`src/rtl/dram_io_pkg.sv`:
```
// Shared definitions for the DRAM result framer slice.
//   frame_state_t : states of the framer and of its byte handshake
//   frame_phase_t : which part of the frame the byte pointer is on
//   DEF_HDR_BYTE  : default frame start byte
//   clog2()       : constant ceiling-log2 for pointer widths
package dram_io_pkg;

  typedef enum logic [2:0] {
    ST_IDLE,
    ST_LOAD,
    ST_WAIT_HI,
    ST_WAIT_LO,
    ST_NEXT,
    ST_DONE
  } frame_state_t;

  typedef enum logic [2:0] {
    PH_HDR,
    PH_SEQ,
    PH_CNT,
    PH_PAY,
    PH_CHK
  } frame_phase_t;

  localparam logic [7:0] DEF_HDR_BYTE = 8'hA5;

  function automatic int clog2(input int value);
    int result;
    result = 0;
    for (int i = 0; i < 31; i++) begin
      if ((1 << i) < value) result = i + 1;
    end
    return result;
  endfunction

endpackage

```
`src/rtl/dram_result_uart_framer_handshake.sv`:
```
// One-byte handshake towards uart_send.
// Ports:
//   clk_100m, rst_n  : clock, async active-low reset
//   start, byte_in   : request to send byte_in (one-cycle pulse)
//   uart_busy        : transmitter busy
//   uart_en/uart_din : registered start pulse and held byte to uart_send
//   byte_done        : one-cycle pulse when the byte has been taken
//
// Handshake: a byte is issued (uart_en=1 for one cycle) only in a cycle
// that follows a cycle with uart_busy=0. After issue we wait for busy to
// rise (WAIT_HI) and then fall (WAIT_LO). If busy never rises within
// BUSY_TO cycles the byte is considered sent, so a silent transmitter
// cannot hang the frame.
module uart_byte_handshake
  import dram_io_pkg::*;
#(
  parameter int BUSY_TO = 15
) (
  input  logic       clk_100m,
  input  logic       rst_n,
  input  logic       start,
  input  logic [7:0] byte_in,
  input  logic       uart_busy,
  output logic       uart_en,
  output logic [7:0] uart_din,
  output logic       byte_done
);

  localparam int TW = clog2(BUSY_TO) + 1;

  frame_state_t  state, state_next;
  logic [TW-1:0] tmo_cnt, tmo_next;
  logic [7:0]    hold, hold_next, din_next;
  logic          en_next, done_next;

  always_ff @(posedge clk_100m or negedge rst_n) begin
    if (!rst_n) state <= ST_IDLE;
    else        state <= state_next;
  end

  always_ff @(posedge clk_100m or negedge rst_n) begin
    if (!rst_n) begin
      tmo_cnt   <= '0;
      hold      <= '0;
      uart_din  <= '0;
      uart_en   <= 1'b0;
      byte_done <= 1'b0;
    end else begin
      tmo_cnt   <= tmo_next;
      hold      <= hold_next;
      uart_din  <= din_next;
      uart_en   <= en_next;
      byte_done <= done_next;
    end
  end

  always_comb begin
    state_next = state;
    tmo_next   = tmo_cnt;
    hold_next  = hold;
    din_next   = uart_din;
    en_next    = 1'b0;
    done_next  = 1'b0;
    case (state)
      ST_IDLE: begin
        if (start) begin
          hold_next = byte_in;
          if (!uart_busy) begin
            din_next   = byte_in;
            en_next    = 1'b1;
            tmo_next   = '0;
            state_next = ST_WAIT_HI;
          end else begin
            // Previous byte still draining: park it until busy drops.
            state_next = ST_LOAD;
          end
        end
      end
      ST_LOAD: begin
        if (!uart_busy) begin
          din_next   = hold;
          en_next    = 1'b1;
          tmo_next   = '0;
          state_next = ST_WAIT_HI;
        end
      end
      ST_WAIT_HI: begin
        if (uart_busy) begin
          state_next = ST_WAIT_LO;
        end else if (tmo_cnt == TW'(BUSY_TO - 1)) begin
          done_next  = 1'b1;
          state_next = ST_IDLE;
        end else begin
          tmo_next = tmo_cnt + TW'(1);
        end
      end
      ST_WAIT_LO: begin
        if (!uart_busy) begin
          done_next  = 1'b1;
          state_next = ST_IDLE;
        end
      end
      default: state_next = ST_IDLE;
    endcase
  end

endmodule

```
`src/rtl/dram_result_uart_framer.sv`:
```
// Snapshots all per-core DRAM read results on a rd_done rising edge and
// streams them to uart_send as: HDR, seq, count, payload, chk.
// chk is the XOR of seq, count and every payload byte.
// Ports:
//   clk_100m, rst_n      : clock, async active-low reset
//   rd_done              : read complete; rising edge triggers capture
//   dram_data            : channel i at [i*DW +: DW]
//   ch_mask              : bit i includes channel i (sampled at capture)
//   uart_busy            : transmitter busy
//   uart_en, uart_din    : one-cycle start pulse and byte to uart_send
//   frame_busy           : high from capture until the frame is finished
//   frame_done           : one-cycle pulse at the end of a frame
//   seq                  : sequence number of the last captured frame
//   drop_cnt             : saturating count of triggers seen while busy
module dram_result_uart_framer
  import dram_io_pkg::*;
#(
  parameter int         NUM_CH   = 16,
  parameter int         DW       = 8,
  parameter logic [7:0] HDR_BYTE = DEF_HDR_BYTE,
  parameter int         BUSY_TO  = 15
) (
  input  logic                 clk_100m,
  input  logic                 rst_n,
  input  logic                 rd_done,
  input  logic [NUM_CH*DW-1:0] dram_data,
  input  logic [NUM_CH-1:0]    ch_mask,
  input  logic                 uart_busy,
  output logic                 uart_en,
  output logic [7:0]           uart_din,
  output logic                 frame_busy,
  output logic                 frame_done,
  output logic [7:0]           seq,
  output logic [7:0]           drop_cnt
);

  localparam int NB  = DW / 8;
  localparam int CPW = clog2(NUM_CH) + 1;
  localparam int BPW = clog2(NB) + 1;

  if ((DW % 8) != 0 || NUM_CH < 1 || NUM_CH > 32) begin : g_param_check
    $error("dram_result_uart_framer: DW must be a multiple of 8 and NUM_CH in 1..32");
  end

  // The framer spends the whole handshake in ST_WAIT_HI waiting for
  // byte_done; the busy-high / busy-low split lives in the handshake.
  frame_state_t            state, state_next;
  frame_phase_t            phase, phase_adv;
  logic [CPW-1:0]          ch_ptr, ch_adv, first_ch, after_ch;
  logic [BPW-1:0]          bptr, b_adv;
  logic                    has_first, has_after;
  logic [NUM_CH*DW-1:0]    snap_data;
  logic [NUM_CH-1:0]       snap_mask;
  logic [7:0]              count_q, mask_pop, chk_acc, cur_byte, pay_byte;
  logic [DW-1:0]           cur_word;
  logic                    rd_done_q, trigger, hs_start, byte_done;

  assign trigger = rd_done & ~rd_done_q;

  uart_byte_handshake #(.BUSY_TO(BUSY_TO)) u_handshake (
    .clk_100m  (clk_100m),
    .rst_n     (rst_n),
    .start     (hs_start),
    .byte_in   (cur_byte),
    .uart_busy (uart_busy),
    .uart_en   (uart_en),
    .uart_din  (uart_din),
    .byte_done (byte_done)
  );

  always_ff @(posedge clk_100m or negedge rst_n) begin
    if (!rst_n) state <= ST_IDLE;
    else        state <= state_next;
  end

  always_comb begin
    state_next = state;
    hs_start   = 1'b0;
    case (state)
      ST_IDLE:    if (trigger) state_next = ST_LOAD;
      ST_LOAD: begin
        hs_start   = 1'b1;
        state_next = ST_WAIT_HI;
      end
      ST_WAIT_HI: if (byte_done) state_next = ST_NEXT;
      ST_NEXT:    state_next = (phase == PH_CHK) ? ST_DONE : ST_LOAD;
      ST_DONE:    state_next = ST_IDLE;
      default:    state_next = ST_IDLE;
    endcase
  end

  // Live mask popcount, captured together with the mask.
  always_comb begin
    mask_pop = '0;
    for (int i = 0; i < NUM_CH; i++) mask_pop = mask_pop + 8'(ch_mask[i]);
  end

  // Lowest enabled channel overall, and lowest enabled channel above ch_ptr.
  always_comb begin
    has_first = 1'b0;
    first_ch  = '0;
    has_after = 1'b0;
    after_ch  = '0;
    for (int i = NUM_CH - 1; i >= 0; i--) begin
      if (snap_mask[i]) begin
        has_first = 1'b1;
        first_ch  = CPW'(i);
        if (i > int'(ch_ptr)) begin
          has_after = 1'b1;
          after_ch  = CPW'(i);
        end
      end
    end
  end

  // Byte currently pointed at; payload goes MSB byte first.
  always_comb begin
    cur_word = '0;
    for (int i = 0; i < NUM_CH; i++) begin
      if (int'(ch_ptr) == i) cur_word = snap_data[i*DW +: DW];
    end
    pay_byte = '0;
    for (int b = 0; b < NB; b++) begin
      if (int'(bptr) == b) pay_byte = cur_word[(NB-1-b)*8 +: 8];
    end
    case (phase)
      PH_HDR:  cur_byte = HDR_BYTE;
      PH_SEQ:  cur_byte = seq;
      PH_CNT:  cur_byte = count_q;
      PH_PAY:  cur_byte = pay_byte;
      PH_CHK:  cur_byte = chk_acc;
      default: cur_byte = '0;
    endcase
  end

  // Pointer advance applied in ST_NEXT.
  always_comb begin
    phase_adv = phase;
    ch_adv    = ch_ptr;
    b_adv     = bptr;
    case (phase)
      PH_HDR: phase_adv = PH_SEQ;
      PH_SEQ: phase_adv = PH_CNT;
      PH_CNT: begin
        if (has_first) begin
          phase_adv = PH_PAY;
          ch_adv    = first_ch;
          b_adv     = '0;
        end else begin
          phase_adv = PH_CHK;
        end
      end
      PH_PAY: begin
        if (bptr == BPW'(NB - 1)) begin
          if (has_after) begin
            ch_adv = after_ch;
            b_adv  = '0;
          end else begin
            phase_adv = PH_CHK;
          end
        end else begin
          b_adv = bptr + BPW'(1);
        end
      end
      default: phase_adv = phase;
    endcase
  end

  always_ff @(posedge clk_100m or negedge rst_n) begin
    if (!rst_n) begin
      rd_done_q  <= 1'b0;
      snap_data  <= '0;
      snap_mask  <= '0;
      count_q    <= '0;
      chk_acc    <= '0;
      phase      <= PH_HDR;
      ch_ptr     <= '0;
      bptr       <= '0;
      seq        <= '0;
      drop_cnt   <= '0;
      frame_busy <= 1'b0;
      frame_done <= 1'b0;
    end else begin
      rd_done_q  <= rd_done;
      frame_done <= 1'b0;
      if (state == ST_IDLE && trigger) begin
        snap_data  <= dram_data;
        snap_mask  <= ch_mask;
        count_q    <= mask_pop;
        seq        <= seq + 8'd1;
        frame_busy <= 1'b1;
        chk_acc    <= '0;
        phase      <= PH_HDR;
        ch_ptr     <= '0;
        bptr       <= '0;
      end
      if (state != ST_IDLE && trigger && drop_cnt != 8'hFF) begin
        drop_cnt <= drop_cnt + 8'd1;
      end
      if (state == ST_LOAD && phase inside {PH_SEQ, PH_CNT, PH_PAY}) begin
        chk_acc <= chk_acc ^ cur_byte;
      end
      if (state == ST_NEXT) begin
        phase  <= phase_adv;
        ch_ptr <= ch_adv;
        bptr   <= b_adv;
        if (phase == PH_CHK) frame_done <= 1'b1;
      end
      if (state == ST_DONE) frame_busy <= 1'b0;
    end
  end

endmodule

```
`config.mk`:
```
export PLATFORM = sky130hd
export DESIGN_NAME = dram_result_uart_framer
export DESIGN_NICKNAME = d
export VERILOG_FILES = /design/src/rtl/dram_io_pkg.sv /design/src/rtl/dram_result_uart_framer_handshake.sv /design/src/rtl/dram_result_uart_framer.sv
export SDC_FILE = /design/constraint.sdc
export NUM_CORES = 1
export LEC_CHECK = 0
export ABC_AREA = 1
export CAP_MARGIN = 20
export CELL_PAD_IN_SITES_DETAIL_PLACEMENT = 1
export CELL_PAD_IN_SITES_GLOBAL_PLACEMENT = 1
export CORE_AREA = 2 2 177 179
export DETAILED_ROUTE_END_ITERATION = 10
export DIE_AREA = 0 0 179 181
export PLACE_DENSITY = 0.74
export SKIP_LAST_GASP = 1
export SLEW_MARGIN = 5
export SYNTH_ARGS = -nofsm -noshare
export SYNTH_HDL_FRONTEND = slang
export SYNTH_SLANG_ARGS = --single-unit
```
`constraint.sdc`:
```
create_clock -name clk_100m -period 2.01 [get_ports clk_100m]
set_input_delay 0.3015 -clock clk_100m [delete_from_list [all_inputs] [get_ports clk_100m]]
set_output_delay 0.3015 -clock clk_100m [all_outputs]
set_load 0.01 [all_outputs]
```
==> flow_metrics.tcl <==
set metrics [dict create \
    whs_ns -0.0003232 \
    synth_edf_count 0 \
    syn_avg_cell_area_um2 7.577 \
    violations "negative hold slack, negative setup slack" \
    dieArea_mm2 0.03240 \
    most-common-layout-cells "nand2_1 (524), dfrtp_1 (207), clkdlybuf4s50_1 (164), inv_1 (148), buf_4 (99)" \
    ys_warn_count 0 \
    pwr-share-seq 0.357 \
    stdcell_area_mm2 0.01545 \
    leakagePower_nw 7.610 \
    nets 1847 \
    async_flop_share 1.000 \
    finClkSkew_ns 0.01795 \
    hold_class "in -> reg" \
    drtIter0Drc 575 \
    ys_ff_latch 211 \
    io_pins 175 \
    grt_max_degree 93 \
    end_kind "flop" \
    start_kind "input pin" \
    num_antenna_cells 0 \
    crit_required_ns 2.46 \
    clock_latency_ns 0.54 \
    coreArea_mm2 0.03035 \
    setup-violations-final 36 \
    fill_cells 3632 \
    place_area_mm2 0.01358 \
    maxSlewViolCount 0 \
    cpMostUsedCell "fa_1" \
    post-route-drc-count 0 \
    grt.total_usage 0.2185 \
    ir_worst_vdd_mv 0.6145 \
    hold_viol 1 \
    path_cells "buf_8 -> fa_1 -> inv_2 -> fa_1 -> fa_1 -> fa_1 -> inv_2 -> ha_4 -> inv_2 -> fa_2 -> o21ai_2 -> nand3_1 -> o21ai_1" \
    drv_cap 0 \
    gp_congestion 0.8259 \
    mostFrequentLayoutCell "nand2_1" \
    io_buffers 174 \
    die_y_um 181 \
    yosysTopAreaCell "dfrtp_1" \
    p_sw_mw 8.039 \
    ys_top_cells_by_area "dfrtp_1 (50%), nand2_1 (21%), inv_1 (5.7%)" \
    p_total_mw 20.35 \
    slew_headroom 0.5885 \
    ys_seq_area_frac 0.4988 \
    area_growth_pct 45.97 \
    tightest_slew_ns 0.6172 \
    via_per_inst 4.835 \
    numCtsBuffers 25 \
    htreeDepth 1 \
    synth.cell_area_mm2 0.01059 \
    p_clk_frac 0.229 \
    worst-path-buf-inv 4 \
    clkTransAtPathRegs_ns 0.06 \
    grt_pass1_vias 10890 \
    critPathTopFamily "adder cells" \
    slowest_stage "fa_1" \
    grt_pass1_wl_um 56440 \
    clock_path_buffers 3 \
    wl_per_cell_um 17.21 \
    status "complete, but fails checks" \
    rows 64 \
    synth_cells 1397 \
    critPathKind "in -> reg" \
    start_util 0.3488 \
    cts.sinks 211 \
    yosys_most_used_dff "dfrtp_1" \
    ant_nets 0 \
    drt-total-wl_um 36060 \
    num_vias 10130 \
    grt_overflow 0 \
    final_layout_size_suffix_gt1_frac 0.2166 \
    p_per_area_mw_per_mm2 1317 \
    drt-pass1-iter-count 4 \
    syn_nets 1564 \
    cts_tree "yes" \
    grt_setup_unrepaired "yes" \
    fin_crit_sh 1.460 \
    period_needed_ns 2.935 \
    postLayoutSetupSlackWorst_ns -0.9250 \
    worstPathMaxFanout 2 \
    p_int_mw 12.31 \
    fmaxAchievable_ghz 0.3407 \
    die_x_um 179 \
    slowest_delay_ns 0.55 \
    cts-root-buf "clkbuf_16" \
    cp.arrival_ns 3.38 \
    antenna_found_initial 0 \
    ys_types 42 \
    dp.final_hpwl_um 25360 \
    swShare 0.3950 \
    comb_power_share 0.414 \
    synth_top_area_frac 0.4988 \
]
## final timing paths
kind	from	to	slack [ns]	depth (start not counted)
hold / removal	ch_mask[13]	snap_mask[13]	-0.0003	3
setup / recovery	ch_mask[3]	count_q[4]	-0.93	13
setup reg to reg	ch_ptr[1]	chk_acc[4]	-0.35	20
max in group asynchronous	rst_n	u_handshake.uart_din[4]	1.03	3
min in group asynchronous	rst_n	count_q[3]	0.33	2
hold reg to reg	snap_data[90]	snap_data[90]	0.47	2
## cells in the mapped netlist, types with 2 or more instances
cell type and instances:
nand3_1 62, nand2_2 5, ha_1 9, nand2_1 580
buf_1 4, or2_1 2, o21ai_1 14, clkbuf_1 33
a31oi_1 3, xor2_1 13, or2_2 5, buf_2 5
inv_1 161, nor3_1 15, nor2_1 68, buf_4 2
o21a_1 2, nor2_4 5, xnor2_1 3, a21oi_1 28
nand4_1 19, o31ai_1 2, inv_2 7, nor2_2 6
o22ai_1 3, clkinv_1 2, o21ai_0 100, nor3b_1 2
a221oi_1 5, dfrtp_1 211, fa_1 10
## through the flow
stage | util | worst slack [ns] | hold WS, ns | setup TNS (ns) | std cells
finish | 0.5091 | -0.9250 | -0.0003232 | -11.50 | 2095
global placement | 0.4474 | -1.831 | 0.3337 | -18.14 | 2029
detailed placement | 0.4474 | -1.927 | 0.3311 | -19.86 | 2029
global route | 0.5091 | -1.014 | 0.003595 | -16.20 | 2095
floorplan | - | -1.157 | 0.005909 | -5.300 | 1397
CTS | 0.4955 | -1.023 | 0.03954 | -9.821 | 2085
## timing repair
item                       CTS  global route
resized for setup          215            83
setup endpoints to repair   36            38
buffers inserted            11            11
pin swaps                   85            95
hold buffers                 1             0
hold endpoints to repair    47             0
## logic make-up (layout without fill, tap and decap cells)
kind of cell,count (synthesis),in the layout,synth area share
multiplexers,1,1,0.001064
adder cells (fa/ha/maj),19,19,0.02955
XOR/XNOR,16,16,0.01324
AND/OR/NAND/NOR,773,773,0.2976
flip-flops,211,211,0.4988
buffers and inverters,214,516,0.07719
AO/OA/AOI/OAI,163,163,0.08251
## sequential cells by signal, summed over array words and instances, names as in the netlist
signal,count
count_q,5
snap_data,128
u_handshake.state,2
frame_busy,1
frame_done,1
u_handshake.tmo_cnt,5
phase,3
chk_acc,8
u_handshake.uart_din,8
drop_cnt,8
state,3
snap_mask,16
u_handshake.byte_done,1
ch_ptr,4
u_handshake.uart_en,1
rd_done_q,1
seq,8
u_handshake.hold,8
## worst reg2reg max path: cells and delay by family (launching register included)
family | cells | cell delay, ns
compound gates | 1 | 0.08
buf+inv | 4 | 0.43
flops | 1 | 0.45
simple gates | 15 | 1.31
## cell type report
class	instances	area (µm²)	share of cell area
multi-input cells	972	5298	0.3429
flip-flops and latches	211	5285	0.3421
repair buffers	300	2879	0.1863
clock buffers	33	685.7	0.04438
inverters	170	660.6	0.04276
well taps	396	495.5	0.03207
clock inverters	13	147.6	0.009555
## power groups by stage
stage	sequential [mW]	clock [mW]	combinational, mW
after CTS	7.22	4.74	7.93
after global placement	7.15	0	6.76
after global routing	7.44	4.92	9.45
after detailed placement	7.23	0	7.08
final	7.26	4.66	8.43
after floorplan	6.94	0	4.11
## metal layers
| metal | GRT usage | vias up | share of wire |
|---|---|---|---|
| met4 | 0.04943 | 0 | 0.019 |
| met5 | 0 | - | 0 |
| met2 | 0.3795 | 211 | 0.50 |
| met1 | 0.2875 | 4961 | 0.44 |
| met3 | 0.02925 | 47 | 0.041 |
| li1 | - | 4911 | - |
No activity file was read; power rests on OpenSTA's default activity.
